## src/rtl/aux_tick_scheduler_if.sv

```systemverilog
// Config handshake bundle for aux_tick_scheduler: master drives a channel write
// and holds it until cfg_ready is seen high at a clock edge.
interface aux_tick_scheduler_if #(
    parameter int ChBit  = 2,
    parameter int PerBit = 16
) ();
    logic              cfg_valid;
    logic              cfg_ready;
    logic [ChBit-1:0]  cfg_ch;
    logic [PerBit-1:0] cfg_period;
    logic              cfg_mode;
    logic              cfg_en;

    modport master (
        output cfg_valid, cfg_ch, cfg_period, cfg_mode, cfg_en,
        input  cfg_ready
    );

    modport slave (
        input  cfg_valid, cfg_ch, cfg_period, cfg_mode, cfg_en,
        output cfg_ready
    );
endinterface

```

## src/rtl/aux_tick_scheduler.sv

```systemverilog
// Shared-prescaler timer bank: NumCh one-shot/periodic channels pulse one cycle after an expiring base tick.
// Config lands on the next edge; cfg_ready drops only during the tick cycle so writes never race tick updates.
module aux_tick_scheduler #(
    parameter int PreMax = 100000,
    parameter int NumCh  = 4,
    parameter int ChBit  = 2,
    parameter int PerBit = 16
) (
    input  logic                 clk,
    input  logic                 rst_n,
    aux_tick_scheduler_if.slave  cfg,
    output logic                 tick_out,
    output logic [NumCh-1:0]     ch_pulse,
    output logic [NumCh-1:0]     ch_active
);
    localparam int PreW = $clog2(PreMax);
    localparam logic [PreW-1:0] PreLast = PreW'(PreMax - 1);

    logic [PreW-1:0]               pre_cnt_q, pre_cnt_d;
    logic [NumCh-1:0][PerBit-1:0]  rem_q, rem_d;
    logic [NumCh-1:0][PerBit-1:0]  per_q, per_d;
    logic [NumCh-1:0]              mode_q, mode_d;
    logic [NumCh-1:0]              active_q, active_d;
    logic [NumCh-1:0]              pulse_q, pulse_d;
    logic                          accept;

    assign tick_out      = (pre_cnt_q == PreLast);
    assign cfg.cfg_ready = !tick_out;
    assign accept        = cfg.cfg_valid && cfg.cfg_ready;
    assign ch_pulse      = pulse_q;
    assign ch_active     = active_q;

    always_comb begin
        pre_cnt_d = (pre_cnt_q == PreLast) ? '0 : pre_cnt_q + 1'b1;
        rem_d     = rem_q;
        per_d     = per_q;
        mode_d    = mode_q;
        active_d  = active_q;
        pulse_d   = '0;
        for (int i = 0; i < NumCh; i++) begin
            // Tick and accept are mutually exclusive, so at most one branch fires per channel.
            if (tick_out && active_q[i]) begin
                if (rem_q[i] > PerBit'(1)) begin
                    rem_d[i] = rem_q[i] - 1'b1;
                end else begin
                    pulse_d[i] = 1'b1;
                    if (mode_q[i]) begin
                        rem_d[i] = per_q[i];
                    end else begin
                        active_d[i] = 1'b0;
                    end
                end
            end
            if (accept && (cfg.cfg_ch == ChBit'(i))) begin
                rem_d[i]    = cfg.cfg_period;
                per_d[i]    = cfg.cfg_period;
                mode_d[i]   = cfg.cfg_mode;
                active_d[i] = cfg.cfg_en && (cfg.cfg_period != '0);
            end
        end
    end

    always_ff @(posedge clk or negedge rst_n) begin
        if (!rst_n) begin
            pre_cnt_q <= '0;
            rem_q     <= '0;
            per_q     <= '0;
            mode_q    <= '0;
            active_q  <= '0;
            pulse_q   <= '0;
        end else begin
            pre_cnt_q <= pre_cnt_d;
            rem_q     <= rem_d;
            per_q     <= per_d;
            mode_q    <= mode_d;
            active_q  <= active_d;
            pulse_q   <= pulse_d;
        end
    end
endmodule
```

## src/flat_wrapper.sv

```systemverilog
// flat-port wrapper written by rule: the top's interface ports become plain ports
module aux_tick_scheduler_flat 
#(
    parameter int PreMax = 100000,
    parameter int NumCh  = 4,
    parameter int ChBit  = 2,
    parameter int PerBit = 16
)
  (clk, rst_n, tick_out, ch_pulse, ch_active, cfg_cfg_valid, cfg_cfg_ch, cfg_cfg_period, cfg_cfg_mode, cfg_cfg_en, cfg_cfg_ready);
  aux_tick_scheduler_if #(.ChBit(ChBit), .PerBit(PerBit)) cfg_i ();
  input  logic clk;
  input  logic rst_n;
  output logic tick_out;
  output logic [NumCh-1:0] ch_pulse;
  output logic [NumCh-1:0] ch_active;
  input wire logic [$bits(cfg_i.cfg_valid)-1:0] cfg_cfg_valid;
  input wire logic [$bits(cfg_i.cfg_ch)-1:0] cfg_cfg_ch;
  input wire logic [$bits(cfg_i.cfg_period)-1:0] cfg_cfg_period;
  input wire logic [$bits(cfg_i.cfg_mode)-1:0] cfg_cfg_mode;
  input wire logic [$bits(cfg_i.cfg_en)-1:0] cfg_cfg_en;
  output wire logic [$bits(cfg_i.cfg_ready)-1:0] cfg_cfg_ready;
  assign cfg_i.cfg_valid = cfg_cfg_valid;
  assign cfg_i.cfg_ch = cfg_cfg_ch;
  assign cfg_i.cfg_period = cfg_cfg_period;
  assign cfg_i.cfg_mode = cfg_cfg_mode;
  assign cfg_i.cfg_en = cfg_cfg_en;
  assign cfg_cfg_ready = cfg_i.cfg_ready;
  aux_tick_scheduler #(.PreMax(PreMax), .NumCh(NumCh), .ChBit(ChBit), .PerBit(PerBit)) u_core (.clk(clk), .rst_n(rst_n), .cfg(cfg_i), .tick_out(tick_out), .ch_pulse(ch_pulse), .ch_active(ch_active));
endmodule
```

## config.mk

```make
export PLATFORM = sky130hd
export DESIGN_NAME = aux_tick_scheduler_flat
export DESIGN_NICKNAME = d
export VERILOG_FILES = /design/src/rtl/aux_tick_scheduler_if.sv /design/src/rtl/aux_tick_scheduler.sv /design/src/flat_wrapper.sv
export SDC_FILE = /design/constraint.sdc
export NUM_CORES = 1
export LEC_CHECK = 0
export ABC_CLOCK_PERIOD_IN_PS = 3140
export BUFFER_PORTS_ARGS = -buffer_cell sky130_fd_sc_hd__buf_2
export CAP_MARGIN = 40
export CORE_AREA = 4 4 124 126
export DETAILED_ROUTE_END_ITERATION = 7
export DIE_AREA = 0 0 128 130
export MAX_ROUTING_LAYER = met4
export PLACE_DENSITY = 0.79
export SYNTH_ARGS = -nofsm -noshare
export SYNTH_HDL_FRONTEND = slang
export SYNTH_SLANG_ARGS = --single-unit
```

## constraint.sdc

```tcl
create_clock -name clk -period 3.14 [get_ports clk]
set_input_delay 0.314 -clock clk [delete_from_list [all_inputs] [get_ports clk]]
set_output_delay 0.314 -clock clk [all_outputs]
set_load 0.02 [all_outputs]
```

==> impl_metrics.ini, run 1 <==
[cts]
cts_resized = 0
clk_pin_slew_ns = 0.07
hold_buffers = 1
cts.root.buffer_cell = clkbuf_16
clock_latency_ns = 0.43
cts_buffer_depth = 2
cts.htree.levels = 4
cts_sinks = 157
cts_tree = yes
numCtsBuffers = 17
post_cts_buffers = 0

[worst_hold_path]
hold_class = input port to register
min_from = cfg_cfg_mode
min_to = u_core.mode_q[2]
hold_depth = 3

[sta]
fin_crit_sh_pct = 90.6
rsz0062_at_grt = false
slew_headroom_pct = 48.0
setup_viol = 0
setup_tns_ns = 0
worst_pin_slew_ns = 0.771
slew_violations = 0
finalHoldViolCount = 0
period_needed_ns = 2.84
max_clock_freq_mhz = 352
fin_skew_ns = 0.00810

[placement]
portBuffers = 32
dp.cells = 1202
dp.final_hpwl_um = 15800
routabilityCongestion = 0.989

[setup_path]
worstPathRequired_ns = 3.46
end_kind = register
reg2reg_slack_ns = 0.30
crit_path_cell_trace = or4b_1 > nor4_4 > buf_4 > nand2_2 > o31ai_1 > o211ai_1 > o21a_1
path_class = register to register
reg2reg_to = u_core.rem_q[60]
cp_max_fo = 21
r2r_start = u_core.pre_cnt_q[13]
worstPathArrival_ns = 3.16
critPathTopFamily = simple AND/OR/NAND/NOR gates
cp_slowest_cell = or4b_1
reg2reg_depth = 7
worst-path-buf-inv = 1
start_kind = register
max_stage_delay_ns = 0.58

[global_route]
grt_antenna_before_repair = 0
grt_pass1_vias = 7432
grt_pass1_wl_um = 39000
grt_max_degree = 77
overflow = 0
grtUsageTotal_pct = 30.7

[drt]
first_pass_iters = 5
wl_per_cell_um = 19.5
vias_per_cell = 6.46
ant_nets = 0
drt_iter0_drc = 929
dr_total_vias = 7975
routed_wl_um = 24000
drcViolationCount = 0

[synth]
synth_area_leaders = dfrtp_1 45%, nand2_1 11%, nor2_1 3.1%
syn-cell-area_um2 = 8700
ys_ff_latch = 157
synth_flop_cell = dfrtp_1
synth_seq_area_share_pct = 45.2
syn_nets = 1048
synth.avg_cell_area_um2 = 8.56
synth.top_cell.area_share_pct = 45.2
ys_async_sr_fraction_pct = 100
yosysTopAreaCell = dfrtp_1
synth_commonest_cells = 246 x nand2_1, 157 x dfrtp_1, 71 x nor2_1, 52 x o21ai_0, 42 x a21oi_1
netlist_instances = 1016
ys_warn_count = 0
yosysUniqueCellTypes = 80
synth_most_common_cell = nand2_1
synth-edff-count = 0

[cells_and_area]
area_delta_synth_final_pct = 11.3
n_fill_cell = 1150
drive_gt1_share_pct = 11.4
nets = 1070
final_cells = 1235
diodes = 0

[die]
dieArea_um2 = 16600
fp.coreArea_um2 = 14300
io-pin-count = 33
fp.dieH_um = 130
initial_core_util_pct = 60.8
num_rows = 44
fp.dieW_um = 128

[power]
power_mw = 5.76
ir_worst_vdd_mv = 0.436
power_density_nw_per_um2 = 595
p_leak_nw = 4.19

[outcome]
status = finished clean

[run]
cap_viol_max_count = 0
==> layer usage <==
layer,GRT usage [%],up-vias,share of wire [%]
met5,-,-,0
met4,9.43,0,2.1
met3,5.61,44,6.9
met2,46.2,342,46
met1,42.7,3897,45
li1,-,3692,-
==> where the power goes <==
group          total, mW  internal (mW)  switching (mW)
clock               2.19           1.33           0.867
sequential          2.66           2.32           0.337
combinational      0.915          0.384           0.531
total               5.76           4.03            1.73
==> cell usage in the layout (no fill, tap or decap), drive strengths merged, types with 6 or more instances in the layout <==
cell      n
nand2   248
dfrtp   157
nor2     73
o21ai    68
buf      58
a21oi    43
nor3     40
nor4     31
o211ai   28
nand3    24
inv      24
clkbuf   21
a31oi    20
xnor2    18
or3      15
or4      14
mux2i    12
and3     11
o31ai    10
xor2     10
ha        9
o31a      8
o22ai     6
o311ai    6
or2       6
==> layout make-up <==
| class | count | area [µm²] | share of cell area [%] |
|---|---|---|---|
| multi-input cells | 783 | 4440 | 45.8 |
| flip-flops and latches | 157 | 3930 | 40.6 |
| clock buffers | 21 | 470 | 4.86 |
| repair buffers | 59 | 392 | 4.04 |
| well taps | 184 | 230 | 2.38 |
| clock inverters | 11 | 154 | 1.59 |
| inverters | 20 | 75.1 | 0.775 |
==> state kept, by name, summed over array words and instances, names as in the netlist <==
name and cells:
u_core.pre_cnt_q 17, u_core.ch_pulse 4, u_core.mode_q 4, u_core.ch_active 4
u_core.per_q 64, u_core.rem_q 64
==> kinds of logic after synthesis <==
family	count (synthesis)	synth area share [%]
xor gates and xnor gates	28	2.82
AOI/OAI and AO/OA	235	17.9
and+or+nand+nor	497	27.1
adders and majority gates	9	1.29
DFF	157	45.2
buffers and inverters	76	4.08
muxes	14	1.64
==> metrics by stage <==
step / hold WS (ns) / setup WS (ns) / utilization, % / area (µm²)
6_report: 0.199 / 0.295 / 67.7 / 9690
5_1_grt: 0.195 / 0.0832 / 67.7 / 9690
4_1_cts: 0.188 / 0.339 / 67.7 / 9690
3_5_place_dp: 0.203 / 0.343 / 63.3 / 9050
3_3_place_gp: 0.449 / 0.438 / 63.0 / 9020
2_1_floorplan: 0.0184 / 0.702 / - / 8700
==> worst register-to-register path, cell delays in order, from the launching register on <==
cell      delay, ns
dfrtp_1        0.41
or4b_1         0.58
nor4_4         0.54
buf_4          0.31
nand2_2        0.28
o31ai_1        0.33
o211ai_1       0.14
o21a_1         0.14
==> how the worst max path moves through the flow <==
| stage | slack, ns | cells after the start | end | start |
|---|---|---|---|---|
| 6_report | 0.30 | 7 | u_core.rem_q[60] | u_core.pre_cnt_q[13] |
| 5_1_grt | 0.08 | 7 | u_core.rem_q[60] | u_core.pre_cnt_q[13] |
| 4_1_cts | 0.34 | 7 | u_core.rem_q[60] | u_core.pre_cnt_q[13] |
| 3_5_place_dp | 0.34 | 7 | u_core.rem_q[60] | u_core.pre_cnt_q[13] |
| 3_3_place_gp | 0.44 | 7 | u_core.rem_q[60] | u_core.pre_cnt_q[13] |
| 2_1_floorplan | 0.70 | 9 | u_core.rem_q[28] | u_core.rem_q[20] |
No activity file was read; power rests on OpenSTA's default activity.
==> inputs of run 2 (changes only) <==
Settings changed: PLACE_DENSITY 0.79 to 0.88, TNS_END_PERCENT set to 5.
==> run 2 against run 1 <==
Global-route usage is 0.16 points higher; sequential power hardly changed; non-clock buffer count rose by 1; flip-flop and latch count did not move; largest cell class unchanged.
==> impl_metrics.ini, run 2 (synthesis results as in run 1) <==
[cts]
cts_buffer_depth = 2
clk_pin_slew_ns = 0.07
clock_latency_ns = 0.43
cts_tree = yes
post_cts_buffers = 0
cts_sinks = 157
cts.htree.levels = 4
numCtsBuffers = 17
cts.root.buffer_cell = clkbuf_16

[sta]
slew_headroom_pct = 48.2
finalHoldViolCount = 0
setup_viol = 0
hold_slack_ns = 0.156
setup_tns_ns = 0
max_clock_freq_mhz = 338
worst_pin_slew_ns = 0.770
fin_crit_sh_pct = 94.3
slew_violations = 0
fin_skew_ns = 0.0109
rsz0062_at_grt = false
period_needed_ns = 2.96

[setup_path]
end_kind = register
cp-endpoint = u_core.rem_q[44]
reg2reg_to = u_core.rem_q[44]
worstPathArrival_ns = 3.28
start_kind = register
worstPathRequired_ns = 3.46
reg2reg_slack_ns = 0.18
path_class = register to register
critical_path.startpoint = u_core.pre_cnt_q[13]
cp_max_fo = 12
reg2reg_depth = 6
r2r_start = u_core.pre_cnt_q[13]

[cells_and_area]
drive_gt1_share_pct = 11.5
area_delta_synth_final_pct = 10.9
nets = 1071
seqCellArea_um2 = 3930
mostFrequentLayoutCells = 246 x nand2_1, 157 x dfrtp_1, 71 x nor2_1
final_common_cell = nand2_1
final_cells = 1237
n_fill_cell = 1080
multi_input_area_um2 = 4440
fin_util_pct = 67.4
largestRegisters = u_core.per_q: 64 flops, u_core.rem_q: 64 flops, u_core.pre_cnt_q: 17 flops

[placement]
dp.cells = 1203
routabilityCongestion = 0.936
portBuffers = 32
dp.final_hpwl_um = 16000

[power]
power_density_nw_per_um2 = 573
ir_worst_vdd_mv = 0.444
p_leak_nw = 4.17

[global_route]
grt_pass1_wl_um = 39500
grt_antenna_before_repair = 1
grtUsageTotal_pct = 30.8
grt_max_degree = 81
grt_pass1_vias = 7809
overflow = 0

[die]
initial_core_util_pct = 60.8
dieArea_um2 = 16600
num_rows = 44
io-pin-count = 33
fp.dieW_um = 128
fp.coreArea_um2 = 14300
fp.dieH_um = 130

[drt]
ant_nets = 0
wl_per_cell_um = 19.6
drcViolationCount = 0
routed_wl_um = 24200
drt_iter0_drc = 1386
dr_total_vias = 8135
vias_per_cell = 6.58
first_pass_iters = 6

[outcome]
status = finished clean

[worst_hold_path]
hold_class = input port to register

[run]
cap_viol_max_count = 0
-- run 2: critical path, stage by stage (launching register included) --
cell	delay, ns
dfrtp_1	0.43
or4b_1	0.58
nor4_4	0.67
nand2_2	0.26
o21ai_2	0.49
o21ai_1	0.16
a22o_1	0.26
-- run 2: how the worst min path moves through the flow --
stage / startpoint / to / slack (ns) / cells past startpoint
floorplan: rst_n / u_core.ch_active[0] / 0.02 / 0
global placement: u_core.per_q[28] / u_core.per_q[28] / 0.45 / 2
detailed placement: rst_n / u_core.rem_q[51] / 0.18 / 1
CTS: cfg_cfg_mode / u_core.mode_q[1] / 0.14 / 3
global route: cfg_cfg_mode / u_core.mode_q[1] / 0.14 / 3
finish: cfg_cfg_mode / u_core.mode_q[1] / 0.16 / 3
-- run 2: per-stage QoR --
step                area [µm²]  power [mW]  setup slack, ns
floorplan                 8700        3.25            0.702
global route              9650        5.78           0.0287
detailed placement        9090        3.57            0.228
global placement          9050        3.51            0.324
CTS                       9640        5.51            0.207
finish                    9650        5.53            0.178
-- run 2: layout make-up --
type	instances	area share, %
clock inverters	13	1.09
multi-input cells	783	46.0
well taps	184	2.39
diodes	1	0.0259
inverters	20	0.778
clock buffers	19	4.59
repair buffers	60	4.40
flip-flops and latches	157	40.7
-- run 2: power by group --
group | total [mW] | switching, mW | internal [mW] | leakage [nW]
Clock | 1.94 | 0.895 | 1.05 | 0.263
Combinational | 0.925 | 0.538 | 0.387 | 1.98
Sequential | 2.66 | 0.340 | 2.32 | 1.92
-- run 2: layer usage --
metal,GRT usage (%),up-vias,share of wire (%)
li1,-,3675,-
met1,39.8,3861,40
met2,46.7,499,46
met3,8.23,100,10
met4,12.2,0,3.4
met5,-,-,0
-- run 2: what timing repair did --
action	4_1_cts	5_1_grt
endpoints found under the setup margin	0	0
hold endpoints to repair	19	0
hold buffers	1	0
gates resized for setup	0	0
==> inputs of run 3 (changes only) <==
Settings changed: ABC_CLOCK_PERIOD_IN_PS 3140 to 3100.
Clock period 3.14 ns to 3.1 ns, I/O delays scaled along.
==> run 3 against run 2 <==
Fmax grew 6.4%; first-iteration DRC count down 19%; clock-buffer cell count down 1; worst setup slack gained 0.14 ns; critical path depth rose by 1; clock skew grew 0.0031 ns; critical path type unchanged.
==> impl_metrics.ini, run 3 (synthesis results as in run 1) <==
[sta]
fin_ws_ns = 0.317
slew_violations = 0
period_needed_ns = 2.78
setup_viol = 0
setup_tns_ns = 0
worst_pin_slew_ns = 0.815
fin_skew_ns = 0.0140
finalHoldViolCount = 0
rsz0062_at_grt = false
slew_headroom_pct = 45.2
max_clock_freq_mhz = 359
fin_crit_sh_pct = 89.8

[power]
power_density_nw_per_um2 = 594
power.internal_mw = 3.93
power_frac_seq_pct = 47.2
comb_power_share_pct = 16.2
power_frac_clock_pct = 36.7
p_sw_mw = 1.79
ir_worst_vdd_mv = 0.572
p_leak_nw = 4.16
swShare_pct = 31.2

[setup_path]
r2r_start = u_core.pre_cnt_q[13]
reg2reg_depth = 7
cp_slowest_cell = or4b_1
path_class = register to register
reg2reg_to = u_core.rem_q[43]
max_stage_delay_ns = 0.58
worstPathRequired_ns = 3.42
crit_path_cell_trace = or4b_1 > nor4_4 > buf_12 > nand2_2 > o21ai_2 > o21ai_1 > a22o_1
start_kind = register
critPathTopFamily = simple AND/OR/NAND/NOR gates
reg2reg_slack_ns = 0.32
worst-path-buf-inv = 1
cp_max_fo = 23
end_kind = register
worstPathArrival_ns = 3.11

[cts]
numCtsBuffers = 17
cts.root.buffer_cell = clkbuf_16
cts_resized = 0
cts_buffer_depth = 2
post_cts_buffers = 0
cts.htree.levels = 4
hold_buffers = 1
cts_sinks = 157
clock_latency_ns = 0.44
clk_pin_slew_ns = 0.06
cts_tree = yes

[global_route]
grt_max_degree = 72
grt_pass1_wl_um = 39400
overflow = 0
grtUsageTotal_pct = 31.0
grt_antenna_before_repair = 0
grt_pass1_vias = 7725

[cells_and_area]
largestRegisters = u_core.per_q: 64 flops, u_core.rem_q: 64 flops, u_core.pre_cnt_q: 17 flops
final_common_cell = nand2_1
area_delta_synth_final_pct = 10.6
final_cells = 1231
n_fill_cell = 1150
mostFrequentLayoutCells = 246 x nand2_1, 157 x dfrtp_1, 71 x nor2_1
nets = 1066
drive_gt1_share_pct = 11.1
diodes = 0

[drt]
vias_per_cell = 6.61
dr_total_vias = 8133
first_pass_iters = 7
routed_wl_um = 24200
drcViolationCount = 0
drt_iter0_drc = 1129
ant_nets = 0
wl_per_cell_um = 19.7

[worst_hold_path]
min_to = u_core.mode_q[1]
min_from = cfg_cfg_mode
hold_class = input port to register
hold_depth = 3

[outcome]
status = finished clean

[die]
fp.dieH_um = 130
fp.dieW_um = 128
dieArea_um2 = 16600
num_rows = 44
initial_core_util_pct = 60.8
io-pin-count = 33
fp.coreArea_um2 = 14300

[placement]
routabilityCongestion = 0.993
dp.final_hpwl_um = 16000
portBuffers = 32
pre_cts_ws_ns = 0.418
dp.cells = 1198

[run]
cap_viol_max_count = 0
-- run 3: per-stage QoR --
step	area [µm²]	util (%)	power, mW	hold WS (ns)
2_1_floorplan	8700	-	3.29	0.0144
5_1_grt	9630	67.3	5.97	0.178
4_1_cts	9630	67.3	5.71	0.140
6_report	9630	67.3	5.72	0.152
3_3_place_gp	9030	63.1	3.57	0.320
3_5_place_dp	9030	63.1	3.61	0.321
-- run 3: worst max-delay path by stage --
stage                    startpoint          endpoint  cells past startpoint
4_1_cts        u_core.pre_cnt_q[13]  u_core.rem_q[43]                      7
6_report       u_core.pre_cnt_q[13]  u_core.rem_q[43]                      7
2_1_floorplan      u_core.rem_q[20]  u_core.rem_q[28]                      9
3_5_place_dp   u_core.pre_cnt_q[13]  u_core.rem_q[44]                      7
5_1_grt        u_core.pre_cnt_q[13]  u_core.rem_q[43]                      7
3_3_place_gp   u_core.pre_cnt_q[13]  u_core.rem_q[43]                      7
-- run 3: worst reg2reg max path: cells and delay by family (launching register included) --
family / cells / cell delay (ns)
AND/OR/NAND/NOR: 3 / 1.09
buffers and inverters: 1 / 0.23
AO/OA/AOI/OAI: 3 / 0.94
flip-flops: 1 / 0.42
-- run 3: power by group through the flow --
| stage | combinational [mW] | sequential (mW) | clock (mW) |
|---|---|---|---|
| floorplan | 0.699 | 2.59 | 0 |
| global placement | 0.867 | 2.70 | 0 |
| detailed placement | 0.905 | 2.71 | 0 |
| global route | 1.04 | 2.73 | 2.20 |
| finish | 0.924 | 2.70 | 2.10 |
| CTS | 0.918 | 2.68 | 2.11 |
-- run 3: final cells by class --
class / instances / area, µm² / share of cell area (%)
Clock buffer: 18 / 429 / 4.46
Multi-Input combinational cell: 783 / 4440 / 46.1
Clock inverter: 14 / 159 / 1.65
Inverter: 20 / 75.1 / 0.780
Tap cell: 184 / 230 / 2.39
Timing Repair Buffer: 55 / 367 / 3.81
Sequential cell: 157 / 3930 / 40.8
-- run 3: per-layer routing --
layer  GRT usage, %  share of wire, %  vias to the layer above
met5              -                 0                        -
met1           40.6                40                     3908
li1               -                 -                     3680
met3           6.39               9.6                       85
met2           46.6                46                      460
met4           14.7               3.5                        0
